$ cat config.mk
export PLATFORM = sky130hd
export DESIGN_NAME = alu_arbiter_flat
export DESIGN_NICKNAME = d
export VERILOG_FILES = /design/src/rtl/alu_arbiter_if.sv /design/src/rtl/alu_arbiter.sv /design/src/flat_wrapper.sv
export SDC_FILE = /design/constraint.sdc
export NUM_CORES = 1
export LEC_CHECK = 0
export CAP_MARGIN = 20
export CORE_MARGIN = 1
export CORE_UTILIZATION = 25
export DETAILED_ROUTE_END_ITERATION = 6
export GPL_ROUTABILITY_DRIVEN = 0
export PLACE_DENSITY = 0.65
export RECOVER_POWER = 100
export SYNTH_ARGS = -nofsm -noshare
export SYNTH_HDL_FRONTEND = slang
export SYNTH_SLANG_ARGS = --single-unit
export TNS_END_PERCENT = 100
$ cat constraint.sdc
create_clock -name clk -period 2 [get_ports clk]
set_clock_uncertainty 0.1 [all_clocks]
set_input_delay 0.3 -clock clk [delete_from_list [all_inputs] [get_ports clk]]
set_output_delay 0.3 -clock clk [all_outputs]
set_load 0.005 [all_outputs]
$ cat src/rtl/alu_arbiter_if.sv
// Requester-side bundle of alu_arbiter: two packed request ports sharing one
// response bus. The arbiter takes the slave view; the requesters take the master view.
interface alu_arbiter_if #(
    parameter int DW = 32
);
    logic [1:0]      req_valid;
    logic [2*DW-1:0] req_a;
    logic [2*DW-1:0] req_b;
    logic [3:0]      req_op;
    logic [7:0]      req_shift;
    logic [1:0]      req_ready;
    logic [1:0]      resp_valid;
    logic [DW-1:0]   resp_data;
    logic [1:0]      resp_ready;

    modport master (
        output req_valid, req_a, req_b, req_op, req_shift, resp_ready,
        input  req_ready, resp_valid, resp_data
    );

    modport slave (
        input  req_valid, req_a, req_b, req_op, req_shift, resp_ready,
        output req_ready, resp_valid, resp_data
    );
endinterface

$ cat src/rtl/alu_arbiter.sv
// Round-robin arbiter sharing one external combinational ALU between two requesters.
// One operation in flight: IDLE accepts, EXEC samples the ALU, RESP holds the result.
module alu_arbiter #(
    parameter int DW         = 32,  // must match the ALU width
    parameter int FIRST_PRIO = 0
) (
    input  logic          clk,
    input  logic          rst,
    alu_arbiter_if.slave  req_if,
    output logic [DW-1:0] alu_a,
    output logic [DW-1:0] alu_b,
    output logic [1:0]    alu_op,
    output logic [3:0]    alu_shift,
    input  logic [DW-1:0] alu_out,
    output logic          busy
);

    typedef enum logic [1:0] {
        IDLE = 2'd0,
        EXEC = 2'd1,
        RESP = 2'd2
    } state_e;

    // last_grant starts on the opposite requester so FIRST_PRIO wins the first tie.
    localparam logic RESET_LAST_GRANT = (FIRST_PRIO == 0);

    state_e        state_q, state_d;
    logic          owner_q, owner_d;
    logic          last_grant_q, last_grant_d;
    logic [DW-1:0] alu_a_q, alu_a_d;
    logic [DW-1:0] alu_b_q, alu_b_d;
    logic [1:0]    alu_op_q, alu_op_d;
    logic [3:0]    alu_shift_q, alu_shift_d;
    logic [DW-1:0] resp_data_q, resp_data_d;
    logic [1:0]    resp_valid_q, resp_valid_d;
    logic          busy_q, busy_d;

    logic          winner;
    logic          accept;
    logic [DW-1:0] sel_a;
    logic [DW-1:0] sel_b;
    logic [1:0]    sel_op;
    logic [3:0]    sel_shift;

    always_comb begin
        case (req_if.req_valid)
            2'b10:   winner = 1'b1;
            2'b11:   winner = ~last_grant_q;
            default: winner = 1'b0;
        endcase
    end

    assign accept = (state_q == IDLE) && (|req_if.req_valid) && !rst;

    assign sel_a     = winner ? req_if.req_a[2*DW-1:DW] : req_if.req_a[DW-1:0];
    assign sel_b     = winner ? req_if.req_b[2*DW-1:DW] : req_if.req_b[DW-1:0];
    assign sel_op    = winner ? req_if.req_op[3:2]      : req_if.req_op[1:0];
    assign sel_shift = winner ? req_if.req_shift[7:4]   : req_if.req_shift[3:0];

    always_comb begin
        // NOTE: every _d takes its held value first, so no path through the case can infer a latch.
        state_d      = state_q;
        owner_d      = owner_q;
        last_grant_d = last_grant_q;
        alu_a_d      = alu_a_q;
        alu_b_d      = alu_b_q;
        alu_op_d     = alu_op_q;
        alu_shift_d  = alu_shift_q;
        resp_data_d  = resp_data_q;
        resp_valid_d = resp_valid_q;

        case (state_q)
            IDLE: begin
                if (accept) begin
                    alu_a_d     = sel_a;
                    alu_b_d     = sel_b;
                    alu_op_d    = sel_op;
                    alu_shift_d = sel_shift;
                    owner_d     = winner;
                    state_d     = EXEC;
                end
            end
            EXEC: begin
                resp_data_d  = alu_out;
                resp_valid_d = 2'b01 << owner_q;
                last_grant_d = owner_q;
                state_d      = RESP;
            end
            RESP: begin
                // Only the owner's ready bit completes the handshake.
                if (req_if.resp_ready[owner_q]) begin
                    resp_valid_d = 2'b00;
                    state_d      = IDLE;
                end
            end
            default: state_d = IDLE;
        endcase

        busy_d = (state_d != IDLE);
    end

    always_ff @(posedge clk) begin
        // NOTE: non-blocking assignments make every flop sample the pre-edge values of the others.
        if (rst) begin
            state_q      <= IDLE;
            owner_q      <= 1'b0;
            last_grant_q <= RESET_LAST_GRANT;
            alu_a_q      <= '0;
            alu_b_q      <= '0;
            alu_op_q     <= '0;
            alu_shift_q  <= '0;
            resp_data_q  <= '0;
            resp_valid_q <= 2'b00;
            busy_q       <= 1'b0;
        end else begin
            state_q      <= state_d;
            owner_q      <= owner_d;
            last_grant_q <= last_grant_d;
            alu_a_q      <= alu_a_d;
            alu_b_q      <= alu_b_d;
            alu_op_q     <= alu_op_d;
            alu_shift_q  <= alu_shift_d;
            resp_data_q  <= resp_data_d;
            resp_valid_q <= resp_valid_d;
            busy_q       <= busy_d;
        end
    end

    assign req_if.req_ready  = accept ? (2'b01 << winner) : 2'b00;
    assign req_if.resp_valid = resp_valid_q;
    assign req_if.resp_data  = resp_data_q;

    assign alu_a     = alu_a_q;
    assign alu_b     = alu_b_q;
    assign alu_op    = alu_op_q;
    assign alu_shift = alu_shift_q;
    assign busy      = busy_q;

endmodule

$ cat src/flat_wrapper.sv
// flat-port wrapper written by rule: the top's interface ports become plain ports
module alu_arbiter_flat 
#(
    parameter int DW         = 32,                             
    parameter int FIRST_PRIO = 0
)
  (clk, rst, alu_a, alu_b, alu_op, alu_shift, alu_out, busy, req_if_req_valid, req_if_req_a, req_if_req_b, req_if_req_op, req_if_req_shift, req_if_resp_ready, req_if_req_ready, req_if_resp_valid, req_if_resp_data);
  alu_arbiter_if #(.DW(DW)) req_if_i ();
  input  logic clk;
  input  logic rst;
  output logic [DW-1:0] alu_a;
  output logic [DW-1:0] alu_b;
  output logic [1:0] alu_op;
  output logic [3:0] alu_shift;
  input  logic [DW-1:0] alu_out;
  output logic busy;
  input wire logic [$bits(req_if_i.req_valid)-1:0] req_if_req_valid;
  input wire logic [$bits(req_if_i.req_a)-1:0] req_if_req_a;
  input wire logic [$bits(req_if_i.req_b)-1:0] req_if_req_b;
  input wire logic [$bits(req_if_i.req_op)-1:0] req_if_req_op;
  input wire logic [$bits(req_if_i.req_shift)-1:0] req_if_req_shift;
  input wire logic [$bits(req_if_i.resp_ready)-1:0] req_if_resp_ready;
  output wire logic [$bits(req_if_i.req_ready)-1:0] req_if_req_ready;
  output wire logic [$bits(req_if_i.resp_valid)-1:0] req_if_resp_valid;
  output wire logic [$bits(req_if_i.resp_data)-1:0] req_if_resp_data;
  assign req_if_i.req_valid = req_if_req_valid;
  assign req_if_i.req_a = req_if_req_a;
  assign req_if_i.req_b = req_if_req_b;
  assign req_if_i.req_op = req_if_req_op;
  assign req_if_i.req_shift = req_if_req_shift;
  assign req_if_i.resp_ready = req_if_resp_ready;
  assign req_if_req_ready = req_if_i.req_ready;
  assign req_if_resp_valid = req_if_i.resp_valid;
  assign req_if_resp_data = req_if_i.resp_data;
  alu_arbiter #(.DW(DW), .FIRST_PRIO(FIRST_PRIO)) u_core (.clk(clk), .rst(rst), .req_if(req_if_i), .alu_a(alu_a), .alu_b(alu_b), .alu_op(alu_op), .alu_shift(alu_shift), .alu_out(alu_out), .busy(busy));
endmodule
==> impl_results.md, run 1 <==
- VDD IR max: 0.4494 mV
- Final #Nets: 1005
- FILL cells: 1754
- # IOs: 285
- GR Util met2: 0.3068
- Synth unique cells: 24
- Max_cap viols: 0
- RSZ-0062 raised after global routing: no
- Yosys top cell by area: dfxtp_1
- DRT Pass-1 Iters: 4
- Die height: 136.8 um
- CTS max path bufs: 2
- Post-synthesis sequential area ratio: 0.4802
- 1st-iter DRT viols: 209
- CORE AREA: 17540 um2
- Slew Limit Headroom: 0.5441
- Mapped Area: around 4500 um2
- Top cells by area, synth: dfxtp_1 (48%), nand2_1 (17%), a311oi_1 (13%)
- Worst reg2reg path depth: 4
- Max Transition Viols Final: 0
- Via Count: 5039
- Commonest cells post-synth: nand2_1 (206), dfxtp_1 (109), a21oi_1 (105), a311oi_1 (70), clkbuf_1 (30)
- Busiest layer in global routing: met2
- Largest net degree at the start of global routing: 108
- Worst Tran Pin Value: between 0.6 and 0.7 ns
- Worst skew pair latency: 0.35 ns
- F_max: 544.1 MHz
- Yosys reg bits: 109
- Startpoint Class: primary input
- Final Hold Fails: 0
- CTS tree: done
- Hold crit path type: primary input to flop
- Multi-input logic area: 2064 um2
- Data arrival, critical path: 1.44 ns
- Most frequent cell after synthesis: nand2_1
- Layout Utilization: 0.4482
- Mean Syn Cell Area: 7.973 um2
- Mapped Cells: 570
- Num CTS Buffers: 9
- Post-synth net total: 748
- Synth warn: 0
- Number of global-route vias before repair: 4854
- Postcts setup bufs: 0
- P per Cell Area: 709.4 nW/um2
- Fraction of layout cells with a size suffix above 1: 0.05409
- H-tree depth: 3
- Setup crit end kind: output port
- Reg2reg start: u_core.state_q[0]$_SDFF_PP0_
- DP HPWL: around 11000 um
- Final Setup Violations: 0
- Starting Density: 0.2591
- Count of standard-cell rows: 48
- DRT Wirelength: 16510 um
- Antenna violations before repair: 1
- Worst path cell trace: clkdlybuf4s50_1 -> a21boi_4 -> nand3_2 -> inv_1 -> dlygate4sd2_1
- Tmin final: between 1.5 and 2 ns
- Slowest cell on crit path: clkdlybuf4s50_1
- DR WL/cell: 15.60 um
- Met3 usage: 0.05667
- Clock transition at path regs: 0.07 ns
- Hold EP: u_core.owner_q$_SDFFE_PP0P_
- Post-CTS Resized: 6
- Yosys top cell area share: 0.4802
- Grt ovf: 0
- Hold Crit Depth: 5
- Ys flop type: dfxtp_1
- CP required: 1.60 ns
- CTS Hold Buffers Added: 0
- Worst-path maximum fanout: 4
- Hold path startpoint: rst
- Delay of the slowest critical-path stage: 0.49 ns
- CP Class: primary input to output port
- Die width: 136.8 um
- PortBufs: between 200 and 300
- Clk sinks: around 110
- Final ANT Viol Nets: 0
- Tot GR Track Use: 0.1736
- Global-route wire length before repair: 25100 um
- Die ar.: around 19000 um2
- Area delta synth->final: 72.96%
- Post-synth EDFFs: 0
- Lkg Pwr: 3.139 nW
- Reg2reg setup slack: 0.26 ns
- Status: finished, final reports clean
- Met1 usage: 0.1964
- CTS root buf: clkbuf_16
- Crit Reg-Reg Endpoint: u_core.alu_a[25]$_SDFFE_PP0P_
- Total negative slack: 0 ns
- DRC: 0
- Period utilization: 0.9190
- Post-synth ARST share: 0
- FF+latch area: 2182 um2
- Routed vias/inst: 4.763
## where the power goes
part | internal, W | switching (W) | total [W] | leakage (nW)
clock network | 0.000852 | 0.000861 | 0.00171 | 0.140
registers | 0.00237 | 0.0000961 | 0.00246 | 0.897
logic | 0.000795 | 0.000608 | 0.00140 | 2.10
total | 0.00401 | 0.00156 | 0.00558 | 3.14
## worst max-delay path: cells and delay by family
kind	cells	cell delay, ns
buffers and inverters	3	0.80
AO/OA/AOI/OAI	1	0.22
AND/OR/NAND/NOR	1	0.12
## sequential cells by signal (all words and copies together), names as in the netlist, 2 cells and up
signal and cells:
u_core.alu_shift 4, u_core.req_if.resp_valid 2, u_core.alu_a 32, u_core.alu_op 2
u_core.alu_b 32, u_core.state_q 2, u_core.req_if.resp_data 32
## metrics by stage
stage | worst slack (ns) | area [um2] | power [W] | hold WS (ns) | cells
3_3_place_gp | -0.1667 | 7584 | 0.004003 | 0.3408 | 1041
4_1_cts | 0.1403 | 7864 | 0.005761 | 0.3179 | 1057
5_1_grt | 0.03900 | 7860 | 0.005892 | 0.3587 | 1058
3_5_place_dp | -0.1822 | 7584 | 0.004014 | 0.3461 | 1041
2_1_floorplan | 0.4145 | 4544 | 0.003107 | 0.3333 | 570
6_report | 0.1621 | 7860 | 0.005576 | 0.3278 | 1058
## metal layers
layer	wire length [um]	vias up	share of wire
li1	-	2517	-
met1	6719	2318	0.41
met2	8067	191	0.49
met3	1516	13	0.092
met4	203	0	0.012
met5	0	-	0
## layout by cell type, fill, tap and decap left out, drive strengths merged
master         count
nand2            207
clkdlybuf4s50    175
dfxtp            109
a21oi            105
dlygate4sd3      105
a311oi            70
buf               18
clkbuf            12
clkinv             6
nor2               5
nor2b              3
dlygate4sd2        3
inv                3
a21bo              2
diode              1
or2                1
nor3               1
a21boi             1
nand3              1
nand2b             1
mux2i              1
o21ai              1
nor4               1
nor3b              1
## layout make-up
type / instances / area share
repair buffers: 304 / 0.3876
multi-input cells: 401 / 0.2627
flip-flops and latches: 109 / 0.2776
clock buffers: 9 / 0.02865
well taps: 225 / 0.03582
clock inverters: 7 / 0.006367
diodes: 1 / 0.0003184
inverters: 2 / 0.0009551
## worst max path at each step
stage | start | end | depth (start not counted)
finish | req_if_req_valid[1] | req_if_req_ready[1] | 5
CTS | u_core.state_q[0]$_SDFF_PP0_ | req_if_req_ready[0] | 4
floorplan | rst | req_if_req_ready[1] | 5
detailed placement | req_if_req_valid[0] | req_if_req_ready[1] | 5
global route | u_core.state_q[0]$_SDFF_PP0_ | req_if_req_ready[0] | 4
global placement | req_if_req_valid[0] | req_if_req_ready[1] | 5
## cells by family after synthesis
| group | synth area share |
|---|---|
| AOI/OAI and AO/OA | 0.2577 |
| and+or+nand+nor | 0.1903 |
| muxes | 0.002203 |
| buffers and inverters | 0.06966 |
| DFF | 0.4802 |
Power figures use the tool's default switching activity.
==> inputs of run 2 (changes only) <==
Settings changed: CAP_MARGIN 20 to not set, PLACE_DENSITY 0.65 to 0.63.
==> run 2 against run 1 <==
Effect of this change: count of clock-buffer cells in the layout grew 3; cell area rose by 0.40%; sequential share of layout area down 0.11 points; worst hold slack worse by 0.039 ns; global-route usage increased by 0.052 points; sequential power about the same; power is 2.8% higher; fmax fell by 1.6%; register-to-register slack worse by 0.05 ns; wire length down 1.8%; worst setup slack worse by 0.030 ns.
==> impl_results.md, run 2 (synthesized netlist as in run 1, its figures left out) <==
- Clock transition at path regs: 0.07 ns (about the same)
- DP Cell Count: 1039 (-0.19%)
- Starting Density: 0.2591 (unchanged)
- CORE AREA: 17540 um2 (unchanged)
- Hold crit path type: primary input to flop
- 1st-iter DRT viols: 185 (-11%)
- P per Cell Area: 726.6 nW/um2 (+2.4%)
- Slowest cell on crit path: clkdlybuf4s50_1
- Num CTS Buffers: 9 (unchanged)
- Data arrival, critical path: 1.47 ns (+0.03 ns)
- Antenna violations before repair: 0 (-1)
- Status: finished, final reports clean
- Max Transition Viols Final: 0 (unchanged)
- Die ar.: 18720 um2 (unchanged)
- Final #Nets: 1004 (-0.10%)
- Worst skew pair latency: 0.34 ns (about the same)
- Final Non-Filler Cells: 1056 (-0.19%)
- DR WL/cell: 15.34 um (-1.6%)
- DRC: 0 (unchanged)
- # IOs: 285 (unchanged)
- Count of standard-cell rows: 48 (unchanged)
- Max_cap viols: 0 (unchanged)
- H-tree depth: 3 (unchanged)
- Delay of the slowest critical-path stage: 0.49 ns (about the same)
- VDD IR max: 0.4658 mV (+3.7%)
- Ant diodes: 0 (-1)
- Area delta synth->final: 73.65%
- Number of global-route vias before repair: 4937 (+1.7%)
- CTS root buf: clkbuf_16
- Clk sinks: 109 (unchanged)
- Lkg Pwr: 3.151 nW (+0.36%)
- DP HPWL: 11050 um (-1.3%)
- Final Setup Violations: 0 (unchanged)
- Die height: 136.8 um (unchanged)
- Final ANT Viol Nets: 0 (unchanged)
- Fraction of layout cells with a size suffix above 1: 0.05054 (-0.003545)
- DRT Wirelength: 16200 um (-1.8%)
- Grt ovf: 0 (unchanged)
- CP Class: primary input to output port
- Via Count: 5005 (-0.67%)
- Most frequent cells in the layout: nand2_1 (206), clkdlybuf4s50_1 (175), dfxtp_1 (109)
- Layout Utilization: 0.4500 (+0.001784)
- Startpoint Class: primary input
- Routed vias/inst: 4.740 (-0.49%)
- Slew Limit Headroom: 0.5206 (-0.02353)
- Total power: 0.005734 W (+2.8%)
- DRT Pass-1 Iters: 4 (unchanged)
- Die width: 136.8 um (unchanged)
- Global-route wire length before repair: 25560 um (+1.8%)
- F_max: 535.2 MHz (-1.6%)
- CTS tree: done
- Worst path cell trace: clkdlybuf4s50_1 -> a21boi_4 -> nand3_1 -> inv_1 -> dlygate4sd2_1
- Commonest non-fill, non-tap cell in the layout: nand2_1
- CP required: 1.60 ns (about the same)
- Largest net degree at the start of global routing: 108 (unchanged)
- CTS max path bufs: 2 (unchanged)
- Period utilization: 0.9342 (+0.01522)
- PortBufs: 284 (unchanged)
- Tot GR Track Use: 0.1741 (+0.0005160)
- Worst-path maximum fanout: 3 (-1)
- Worst Tran Pin Value: 0.7191 ns (+0.03529 ns)
- RSZ-0062 raised after global routing: no
- Final Hold Fails: 0 (unchanged)
- Setup crit end kind: output port
- Top Family by Delay on Critical Path: buffers and inverters
- CP Buf/Inv Count: 3 (unchanged)
- Tmin final: 1.868 ns (+0.03044 ns)
[run 2: stage by stage]
step | setup WS, ns | cell area, um2 | hold WS [ns] | TNS (ns)
after floorplan | 0.4145 | 4544 | 0.3333 | 0
after global placement | -0.2058 | 7594 | 0.3412 | -2.370
after detailed placement | -0.1806 | 7594 | 0.3462 | -3.739
after CTS | 0.1513 | 7921 | 0.2172 | 0
after global routing | 0.04276 | 7891 | 0.3076 | 0
final | 0.1316 | 7891 | 0.2885 | 0
[run 2: layout make-up]
type	instances	area, um2
Fill cell	1731	9646
Timing Repair Buffer	303	3045
Sequential cell	109	2182
Multi-Input combinational cell	401	2062
Tap cell	225	281.5
Clock buffer	12	256.5
Clock inverter	4	56.30
Inverter	2	7.507
[run 2: path summary, 6_finish.rpt]
kind / depth (start not counted) / slack (ns) / from / end
max reg2reg: 5 / 0.21 / u_core.state_q[0]$_SDFF_PP0_ / u_core.alu_a[10]$_SDFFE_PP0P_
min: 4 / 0.29 / rst / u_core.owner_q$_SDFFE_PP0P_
min reg2reg: 2 / 0.35 / u_core.req_if.resp_data[3]$_SDFFE_PP0P_ / u_core.req_if.resp_data[3]$_SDFFE_PP0P_
max: 5 / 0.13 / req_if_req_valid[1] / req_if_req_ready[1]
[run 2: what timing repair did]
action                     CTS  global route
gates resized for setup      7             0
setup endpoints to repair    2             0
setup buffers                1             0
hold buffers                 0             0
[run 2: worst reg2reg max path, delay by kind of cell (launching register included)]
family,cells,cell delay (ns)
DFF,1,0.36
buffers and inverters,2,0.58
AOI/OAI and AO/OA,2,0.44
and+or+nand+nor,1,0.22
[run 2: routing by layer]
layer / routed length, um / vias to the layer above / global-route usage / share of wire
met5: 0 / - / 0 / 0
met4: 329 / 0 / 0.06410 / 0.020
met3: 1440 / 21 / 0.06000 / 0.089
met2: 7677 / 196 / 0.2857 / 0.47
met1: 6757 / 2278 / 0.2095 / 0.42
li1: - / 2510 / - / -
[run 2: power breakdown]
group          switching [W]  internal (W)
Clock               0.000829       0.00105
Sequential         0.0000972       0.00237
Combinational       0.000597      0.000795
==> inputs of run 3 (changes only) <==
Settings changed: CAP_MARGIN set to 40, DONT_BUFFER_PORTS set to 1, PLACE_DENSITY 0.63 to 0.43.
==> run 3 against run 2 <==
Effect of this change: register-to-register slack got worse by 0.07 ns; worst setup slack improved by 0.0096 ns; clock power decreased by 8%; global-route usage decreased by 1.1 points; count of clock-buffer cells in the layout decreased by 1; cell area decreased by 18%; sequential share of layout area increased by 6.0 points; non-clock buffer count decreased by 141; power decreased by 8.9%; fmax increased by 0.52%; sequential cell count unchanged; critical path type is now flop to flop; critical endpoint is now u_core.req_if.resp_data[22]$_SDFFE_PP0P_; largest cell class is now sequential cells; largest power group unchanged.
==> impl_results.md, run 3 (synthesized netlist as in run 1, its figures left out) <==
- Comb power frac: 0.183 (-0.060)
- Slew Limit Headroom: 0.7588 (+0.2382)
- Die height: 136.8 um (unchanged)
- Num CTS Buffers: 9 (unchanged)
- CP Class: flop to flop
- DRT Pass-1 Iters: 5 (+1)
- GR Util met2: 0.2919 (+0.006204)
- P_sw: 0.001502 W (-1.4%)
- Total power: 0.005221 W (-8.9%)
- Die width: 136.8 um (unchanged)
- DP HPWL: 9973 um (-9.8%)
- Tot GR Track Use: 0.1634 (-0.01075)
- Crit Reg-Reg Endpoint: u_core.req_if.resp_data[22]$_SDFFE_PP0P_
- Layout Utilization: 0.3699 (-0.08005)
- CTS max path bufs: 2 (unchanged)
- Lkg Pwr: 2.448 nW (-22%)
- RSZ-0062 raised after global routing: no
- DR WL/cell: 17.65 um (+15%)
- # IOs: 285 (unchanged)
- Tmin final: 1.859 ns (-0.009647 ns)
- 1st-iter DRT viols: 198 (+7.0%)
- Clock transition at path regs: 0.08 ns (about the same)
- Max_cap viols: 0 (unchanged)
- Startpoint Class: flop
- Hold Crit Depth: 2 (-2)
- CTS tree: done
- Antenna violations before repair: 0 (unchanged)
- Sw Ratio: 0.2877 (+0.02196)
- Die ar.: 18720 um2 (unchanged)
- Grt ovf: 0 (unchanged)
- H-tree depth: 3 (unchanged)
- P per Cell Area: 804.7 nW/um2 (+11%)
- CP required: 2.20 ns (+0.60 ns)
- Area delta synth->final: 42.76%
- Hold crit path type: primary input to flop
- FILL cells: 1766 (+2.0%)
- Number of global-route vias before repair: 4735 (-4.1%)
- F_max: 538.0 MHz (+0.52%)
- Hold EP: u_core.alu_b[30]$_SDFFE_PP0P_
- PortBufs: 0 (-100%)
- Commonest non-fill, non-tap cell in the layout: nand2_1
- Worst Tran Pin Value: 0.3617 ns (-0.3574 ns)
- Met3 usage: 0.04778 (-0.01222)
- Ant diodes: 0 (unchanged)
- Data arrival, critical path: 2.06 ns (+0.59 ns)
- Worst reg2reg path depth: 5 (unchanged)
- Worst skew pair latency: 0.35 ns (about the same)
- Routed vias/inst: 5.190 (+9.5%)
- Reg2reg setup slack: 0.14 ns (-0.07 ns)
- Final #Nets: 863 (-14%)
- CORE AREA: 17540 um2 (unchanged)
- Final Setup Violations: 0 (unchanged)
- Global-route wire length before repair: 23480 um (-8.1%)
- VDD IR max: 0.3930 mV (-16%)
- Final ANT Viol Nets: 0 (unchanged)
- Fraction of layout cells with a size suffix above 1: 0.05072 (+0.0001831)
- Hold path startpoint: req_if_req_b[62]
- Starting Density: 0.2591 (unchanged)
- DRT Wirelength: 16150 um (-0.31%)
- Post-Place Setup Slack: 0.3464 ns (+0.5270 ns)
- Count of standard-cell rows: 48 (unchanged)
- Most frequent cells in the layout: nand2_1 (207), dlygate4sd3_1 (148), dfxtp_1 (109)
- Fin worst setup slack: 0.1413 ns (+0.009647 ns)
- Met1 usage: 0.1712 (-0.03822)
- Max Transition Viols Final: 0 (unchanged)
- Clk sinks: 109 (unchanged)
- Status: finished, final reports clean
- Busiest layer in global routing: met2
- Largest net degree at the start of global routing: 79 (-27%)
- Via Count: 4749 (-5.1%)
- Final Hold Fails: 0 (unchanged)
- Design area: 6487 um2 (-18%)
- Period utilization: 0.9294 (-0.004824)
- Flop pwr share: 0.486 (+0.056)
- Placed instance area: 4691 um2 (-38%)
- Total negative slack: 0 ns (unchanged)
- P_int: 0.003719 W (-12%)
- Reg2reg start: u_core.state_q[1]$_SDFF_PP0_
- Clock power share: 0.331 (+0.003)
- CTS root buf: clkbuf_16
- Worst-path maximum fanout: 33 (+30)
- Setup crit end kind: flop
- DRC: 0 (unchanged)
==> run 3: changes by cell type in the layout (fill, tap and decap cells not counted), sizes merged <==
cell	before	now
buf	18	14
dlygate4sd3	105	148
clkinvlp	0	1
clkbuf	14	11
clkdlybuf4s50	175	0
bufinv	1	0
inv	2	3
dlygate4sd2	3	0
==> run 3: worst max-delay path by stage <==
stage / start / endpoint / slack [ns]
6_report: u_core.state_q[1]$_SDFF_PP0_ / u_core.req_if.resp_data[22]$_SDFFE_PP0P_ / 0.14
5_1_grt: u_core.state_q[0]$_SDFF_PP0_ / u_core.req_if.resp_data[5]$_SDFFE_PP0P_ / 0.03
4_1_cts: u_core.state_q[0]$_SDFF_PP0_ / u_core.req_if.resp_data[25]$_SDFFE_PP0P_ / 0.04
3_5_place_dp: u_core.state_q[1]$_SDFF_PP0_ / u_core.alu_b[14]$_SDFFE_PP0P_ / 0.35
3_3_place_gp: u_core.state_q[1]$_SDFF_PP0_ / u_core.alu_b[10]$_SDFFE_PP0P_ / 0.39
2_1_floorplan: rst / req_if_req_ready[1] / 0.41
==> run 3: layer usage <==
layer | wire [um] | share of wire
met5 | 0 | 0
met4 | 489 | 0.030
met3 | 1431 | 0.089
met2 | 8209 | 0.51
met1 | 6022 | 0.37
==> run 3: power groups by stage <==
| stage | clock [W] | sequential (W) | combinational (W) |
|---|---|---|---|
| 2_1_floorplan | 0 | 0.00253 | 0.000579 |
| 3_3_place_gp | 0 | 0.00259 | 0.000652 |
| 3_5_place_dp | 0 | 0.00259 | 0.000676 |
| 4_1_cts | 0.00181 | 0.00254 | 0.000944 |
| 5_1_grt | 0.00189 | 0.00256 | 0.00105 |
| 6_report | 0.00173 | 0.00254 | 0.000954 |
==> run 3: layout make-up <==
| type | instances | area (um2) | share of cell area |
|---|---|---|---|
| clock buffer | 11 | 242.7 | 0.03742 |
| clock inverter | 5 | 35.03 | 0.005400 |
| inverter | 2 | 7.507 | 0.001157 |
| multi-input combinational | 401 | 2062 | 0.3178 |
| sequential | 109 | 2182 | 0.3364 |
| tap | 225 | 281.5 | 0.04339 |
| timing repair buffer | 162 | 1677 | 0.2584 |
==> run 3: repair_timing <==
action	4_1_cts	5_1_grt
endpoints found under the setup margin	0	30
hold buffers	149	0
setup buffers	0	0
gates resized for setup	0	4
endpoints found under the hold margin	107	0
==> run 3: critical path, cell delays in order, from the launching register on <==
cell	delay [ns]
dfxtp_1	0.44
nand2b_1	0.18
buf_6	0.26
nand2_1	0.08
a21oi_1	0.17
dlygate4sd3_1	0.57
==> run 3: stage by stage <==
stage / hold WS [ns] / instances
5_1_grt: 0.004130 / 915
6_report: 0.02003 / 915
3_5_place_dp: 0.2803 / 750
2_1_floorplan: 0.3333 / 570
3_3_place_gp: 0.2813 / 750
4_1_cts: 0.00009964 / 915
